===== src/rtl/imem_loader_pkg.sv =====
// Shared types and helpers for the instruction-memory loader: FSM state
// encoding, default frame header and checksum arithmetic.
package imem_loader_pkg;

  typedef enum logic [2:0] {
    ST_IDLE = 3'd0,
    ST_LEN  = 3'd1,
    ST_HI   = 3'd2,
    ST_LO   = 3'd3,
    ST_CSUM = 3'd4,
    ST_DONE = 3'd5,
    ST_ERR  = 3'd6
  } state_e;

  localparam logic [7:0] HEADER_DEFAULT = 8'hA5;

  // Running modulo-256 checksum accumulation.
  function automatic logic [7:0] csum_add(input logic [7:0] acc, input logic [7:0] b);
    return acc + b;
  endfunction

  // A length byte of zero encodes a full 256-word frame.
  function automatic logic [8:0] frame_words(input logic [7:0] len);
    return (len == 8'd0) ? 9'd256 : {1'b0, len};
  endfunction

endpackage


===== src/rtl/imem_loader.sv =====
// Framed byte-stream program loader: writes 16-bit words into instruction
// memory and releases the CPU only after the frame checksum verifies.
module imem_loader
  import imem_loader_pkg::*;
#(
  parameter int         ADDR_WIDTH = 8,
  parameter logic [7:0] HEADER     = HEADER_DEFAULT
) (
  input  logic        clk,
  input  logic        reset,
  input  logic        restart,
  input  logic        in_valid,
  input  logic [7:0]  in_byte,
  output logic        in_ready,
  output logic        imem_we,
  output logic [15:0] imem_addr,
  output logic [15:0] imem_wdata,
  output logic        cpu_hold,
  output logic        done,
  output logic        error,
  output logic [8:0]  words_loaded
);

  localparam logic [15:0] ADDR_MASK = 16'((32'd1 << ADDR_WIDTH) - 32'd1);

  state_e      state_r;
  logic [7:0]  len_r;
  logic [8:0]  word_cnt_r;
  logic [7:0]  csum_r;
  logic [7:0]  hi_r;
  logic        take_s;
  logic [15:0] word_idx_s;

  // Byte acceptance: only while receiving a frame, and never during restart.
  always_comb begin
    in_ready = 1'b0;
    case (state_r)
      ST_IDLE, ST_LEN, ST_HI, ST_LO, ST_CSUM: in_ready = ~restart;
      default:                                in_ready = 1'b0;
    endcase
  end

  assign take_s     = in_valid & in_ready;
  assign word_idx_s = {7'd0, word_cnt_r} & ADDR_MASK;

  // Frame FSM with checksum accumulator and registered write port.
  always_ff @(posedge clk or posedge reset) begin
    if (reset) begin
      state_r      <= ST_IDLE;
      len_r        <= 8'd0;
      word_cnt_r   <= 9'd0;
      csum_r       <= 8'd0;
      hi_r         <= 8'd0;
      imem_we      <= 1'b0;
      imem_addr    <= 16'd0;
      imem_wdata   <= 16'd0;
      cpu_hold     <= 1'b1;
      done         <= 1'b0;
      error        <= 1'b0;
      words_loaded <= 9'd0;
    end else if (restart) begin
      state_r      <= ST_IDLE;
      len_r        <= 8'd0;
      word_cnt_r   <= 9'd0;
      csum_r       <= 8'd0;
      imem_we      <= 1'b0;
      cpu_hold     <= 1'b1;
      done         <= 1'b0;
      error        <= 1'b0;
      words_loaded <= 9'd0;
    end else begin
      imem_we <= 1'b0;
      if (take_s) begin
        case (state_r)
          ST_IDLE: begin
            if (in_byte == HEADER) begin
              state_r      <= ST_LEN;
              len_r        <= 8'd0;
              word_cnt_r   <= 9'd0;
              csum_r       <= 8'd0;
              words_loaded <= 9'd0;
            end
          end
          ST_LEN: begin
            len_r   <= in_byte;
            csum_r  <= in_byte;
            state_r <= ST_HI;
          end
          ST_HI: begin
            hi_r    <= in_byte;
            csum_r  <= csum_add(csum_r, in_byte);
            state_r <= ST_LO;
          end
          ST_LO: begin
            csum_r       <= csum_add(csum_r, in_byte);
            imem_we      <= 1'b1;
            imem_addr    <= word_idx_s;
            imem_wdata   <= {hi_r, in_byte};
            words_loaded <= words_loaded + 9'd1;
            word_cnt_r   <= word_cnt_r + 9'd1;
            state_r      <= ((word_cnt_r + 9'd1) == frame_words(len_r)) ? ST_CSUM : ST_HI;
          end
          ST_CSUM: begin
            if (csum_add(csum_r, in_byte) == 8'd0) begin
              state_r  <= ST_DONE;
              cpu_hold <= 1'b0;
              done     <= 1'b1;
            end else begin
              state_r  <= ST_ERR;
              error    <= 1'b1;
            end
          end
          default: state_r <= state_r;
        endcase
      end
    end
  end

endmodule


===== config.mk =====
export PLATFORM = sky130hd
export DESIGN_NAME = imem_loader
export DESIGN_NICKNAME = d
export VERILOG_FILES = /design/src/rtl/imem_loader_pkg.sv /design/src/rtl/imem_loader.sv
export SDC_FILE = /design/constraint.sdc
export NUM_CORES = 1
export LEC_CHECK = 0
export BUFFER_PORTS_ARGS = -buffer_cell sky130_fd_sc_hd__buf_2
export CORE_AREA = 2 2 134 110
export DETAILED_ROUTE_END_ITERATION = 12
export DIE_AREA = 0 0 136 112
export GPL_TIMING_DRIVEN = 0
export PLACE_DENSITY = 0.4
export SKIP_LAST_GASP = 1
export SLEW_MARGIN = 40
export SYNTH_ARGS = -nofsm -noshare
export SYNTH_HDL_FRONTEND = slang
export SYNTH_SLANG_ARGS = --single-unit

===== constraint.sdc =====
create_clock -name clk -period 6.8 [get_ports clk]
set_input_delay 1.36 -clock clk [delete_from_list [all_inputs] [get_ports clk]]
set_output_delay 1.36 -clock clk [all_outputs]
set_load 0.02 [all_outputs]

[Word-level counts from Yosys, hierarchy flattened]
Index checks and enable logic that the tools add are counted.
Word-level totals
  register bits: 73
  input port bits: 12
Operators by class
  $add $sub $neg: 3
  equal/unequal tests: 8
  muxes and demuxes: 37
  bitwise logic cells: 2
  reductions and logical operators: 20
Operators with widths (count)
  $mux W9: 6
  $mux W8: 5
  $pmux W9 S2: 2
  $pmux W8 S3: 1
  $reduce_and A3 Y1: 8
  $add A9 B1 Y9 const B: 2
  $logic_not A8 Y1: 2
  $mux W1: 16
  $pmux W8 S2: 1
  $pmux W3 S5: 1
  $mux W3: 4
  $eq A9 B9 Y1: 1
  $add A8 B8 Y8: 1
  $eq A8 B8 Y1 const B: 1
  $eq A3 B2 Y1 const B: 2
  $reduce_bool A2 Y1: 3
  $reduce_bool A3 Y1: 2
  $reduce_bool A6 Y1: 1
  $reduce_or A5 Y1: 1
  $reduce_bool A4 Y1: 1
  $eq A3 B1 Y1 const B: 1
  $eq A3 B3 Y1 const B: 1
  $logic_not A3 Y1: 1
  $ne A3 B3 Y1 const B: 1
  other kinds (5): 5

[Longest topological paths before layout]
  depth after elaboration: 7
  gate-level depth with buffers: 8

[Worst setup path before layout]
Ideal clock, no wire load.
  kind: input to output
  from: input restart
  to: output in_ready
  arrival: 1.989 ns
  data required time: 5.440 ns
  slack: 3.451 ns
  cell stages on the path: 3
  cells stage by stage: clkbuf_8 > clkbuf_8 > a21oi_1
On the way
  cells in the longest elaborated chain, start to end: 2
RTL lines
  start, declared: line imem_loader.sv:11  | input logic restart,
  $not A1 Y1 (no source line)
  $mux W1: line imem_loader.sv:37  | case (state_r)
  end, declared: line imem_loader.sv:14  | output logic in_ready,
Every way passes these cells.

[Final worst setup path]
Ends and elaborated chain as after synthesis.

==> results.ini <==
[logic_synthesis]
synthDistinctLibCells = 58
synthArstFlopShare_pct = 100
ys_seq_area_share_pct = 48.2
ys_seq_elements = 73
yosysWarnings = 0
syn-cell-area_mm2 = 0.00380
ys.flop_type = dfrtp_1
synth_edf_count = 0
synthCells = 410
avgSynthCellArea_um2 = 9.26

[cells_and_area]
multi_input_area_mm2 = 0.00181
area_delta_synth_final_pct = 22.3
drive_gt1_share_pct = 21.6
final_util_pct = 33.3
antenna_cells = 0
layout.nets = 499
finalNonFillerCells = 666
nFillCells = 1499
seqCellArea_mm2 = 0.00183

[cts]
numCtsBuffers = 9
cts_hold_buf = 0
post-cts-setup-buffer-count = 0
clock_latency_ps = 340
cts.repair.resized = 0
cts_max_level = 3
path_clk_slew_ps = 60
cts_sinks = 73
cts_tree = built
cts.path.max_buffers = 2
clock-root-buffer = clkbuf_16

[floorplanning]
die_y_um = 112
initial_core_util_pct = 27.2
io_pins = 58
fp.dieArea_mm2 = 0.0152
die_w_um = 136
row_count = 39
core-area_mm2 = 0.0140

[power]
power_density_mw_per_mm2 = 213
power_frac_comb_pct = 5.5
p_sw_w = 0.000229
p_clk_share_pct = 50.2
p_int_w = 0.000758
leakagePower_nw = 2.36
seq_power_share_pct = 44.3
peakVddDrop_mv = 0.132
swShare_pct = 23.2

[critical_path]
path_class = in2out
required_ps = 5440
cp-end-kind = output pin
critPathArrivalTime_ps = 2040
path_max_fanout = 10
worstSetupStartpointType = primary input

[status]
status = complete, no violations

[placement]
port_buffers = 48
dp.cells = 650
hpwl_um = 7270
gp_congestion = 0.805
place_ws_ps = 3100

[routing]
totalWireLength_um = 10100
ant_nets = 0
post-route-drc-count = 0
dr.pass1.iters = 4
drt_iter0_drc = 147
vias_per_cell = 4.81
vias = 3203
wire_per_inst_um = 15.1

[timing]
rsz0062_at_grt = no
worst_pin_slew_ps = 547
finalSetupTns_ps = 0
skew_ps = 8.25
setup_violations = 0
min_period_ps = 3400
hold_viol = 0
max_freq_mhz = 294
finalMaxSlewViolations = 0
slew_headroom_pct = 63.5
fin_crit_sh_pct = 50.0
setup_slack_ps = 3400

[run]
cap_violations = 0

[global_route]
track_usage_pct = 14.1
grt_max_degree = 56
grt-ovfl-total = 0
antenna_found_initial = 0
first_global_vias = 2995
grt_pass1_wl_um = 16500

[min_path]
hold_class = reg2reg

==> synth_stat cells (2+ instances only) <==
library cell	number	share of area (%)
and3_1	5	0.82
and2_1	3	0.49
nand2_1	106	10
nor4_1	4	0.66
a21o_1	3	0.59
or3_1	4	0.66
o21ai_0	34	4.5
mux2_2	8	2.4
nor2_1	29	2.9
o31ai_1	5	0.99
a31oi_1	6	0.99
clkbuf_8	3	1.1
nor3_1	3	0.40
dfrtp_1	72	47
inv_1	5	0.49
o2111ai_1	2	0.46
a21oi_1	10	1.3
clkbuf_1	9	0.89
buf_4	8	1.6
buf_2	3	0.40
a22oi_1	2	0.40
and4bb_2	2	0.66
a211oi_2	2	0.66
nand3_1	8	1.1
nor2b_1	6	0.99
xnor2_1	8	1.8
o21a_1	2	0.40
xor2_1	9	2.1
a311oi_1	2	0.46
a221o_1	2	0.53
a22o_1	7	1.6
nand4_1	4	0.66
ha_1	9	3.0
==> power by group through the flow <==
stage | registers, W | clock network, W | logic [W]
3_5_place_dp | 0.000446 | 0 | 0.0000555
2_1_floorplan | 0.000448 | 0 | 0.0000305
4_1_cts | 0.000437 | 0.000512 | 0.0000556
5_1_grt | 0.000437 | 0.000529 | 0.0000606
3_3_place_gp | 0.000446 | 0 | 0.0000527
6_report | 0.000438 | 0.000496 | 0.0000541
==> state kept, by name (all words and copies together), names as in the netlist <==
register,count
imem_wdata,16
word_cnt_r,9
words_loaded,9
csum_r,8
hi_r,8
imem_addr,8
len_r,8
state_r,3
cpu_hold,1
done,1
error,1
imem_we,1
==> area by class of cell <==
class / count / area share, %
well taps: 184 / 4.96
multi-input cells: 313 / 39.0
plain buffers: 25 / 3.50
repair buffers: 49 / 5.77
clock buffers: 11 / 5.44
inverters: 6 / 0.593
flip-flops and latches: 73 / 39.4
clock inverters: 5 / 1.37
==> worst paths after layout <==
kind | start | endpoint | slack (ps) | depth (start not counted)
max in group asynchronous | reset | words_loaded[7]$_DFFE_PP0P_ | 5300 | 3
max | restart | in_ready | 3400 | 4
min reg2reg | imem_addr[2]$_DFFE_PP0P_ | imem_addr[2]$_DFFE_PP0P_ | 470 | 2
min | imem_addr[2]$_DFFE_PP0P_ | imem_addr[2]$_DFFE_PP0P_ | 470 | 2
max reg2reg | csum_r[0]$_DFFE_PP0P_ | state_r[0]$_DFFE_PP0P_ | 4250 | 8
min in group asynchronous | reset | imem_wdata[1]$_DFFE_PP0P_ | 950 | 2
==> per-layer routing <==
| metal | track usage [%] | vias up | routed length [um] |
|---|---|---|---|
| li1 | - | 1544 | - |
| met4 | 4.03 | 0 | 94 |
| met5 | 0 | - | 0 |
| met1 | 21.7 | 1548 | 5180 |
| met3 | 3.37 | 9 | 596 |
| met2 | 19.2 | 102 | 4210 |
==> cell usage in the layout (no fill, tap or decap), types with 3 or more instances in the layout <==
cell and count:
nand2_1 106, dfrtp_1 72, buf_2 51, o21ai_0 34
nor2_1 29, a21oi_1 10, clkbuf_1 9, xor2_1 9
ha_1 9, clkbuf_16 9, nand3_1 8, xnor2_1 8
mux2_2 8, buf_4 8, conb_1 8, a22o_1 7
nor2b_1 6, a31oi_1 6, clkbuf_8 5, and3_1 5
o31ai_1 5, inv_1 4, nand4_1 4, nor4_1 4
or3_1 4, nor3_1 3, and2_1 3, a21o_1 3
clkinv_4 3
==> logic make-up after synthesis <==
kind of cell | Yosys count | synth area share (%)
other cells | 1 | 0.0988
simple gates | 183 | 21.7
fa+ha+maj | 10 | 3.49
flops | 73 | 48.2
compound gates | 86 | 15.1
buf+inv | 31 | 4.88
xor+xnor | 17 | 3.92
mux | 9 | 2.64
==> worst max-delay path: stages <==
cell      delay (ps)
clkbuf_8         140
clkbuf_8         170
a21oi_1          170
buf_2            200
==> per-stage QoR <==
step	power [W]	cell area [um2]	hold WS, ps
after detailed placement	0.000501	4330	457
after global placement	0.000498	4290	451
after global routing	0.00103	4640	486
after floorplan	0.000478	3820	435
after CTS	0.00101	4640	472
final	0.000988	4640	466
No activity file was read; power rests on OpenSTA's default activity.
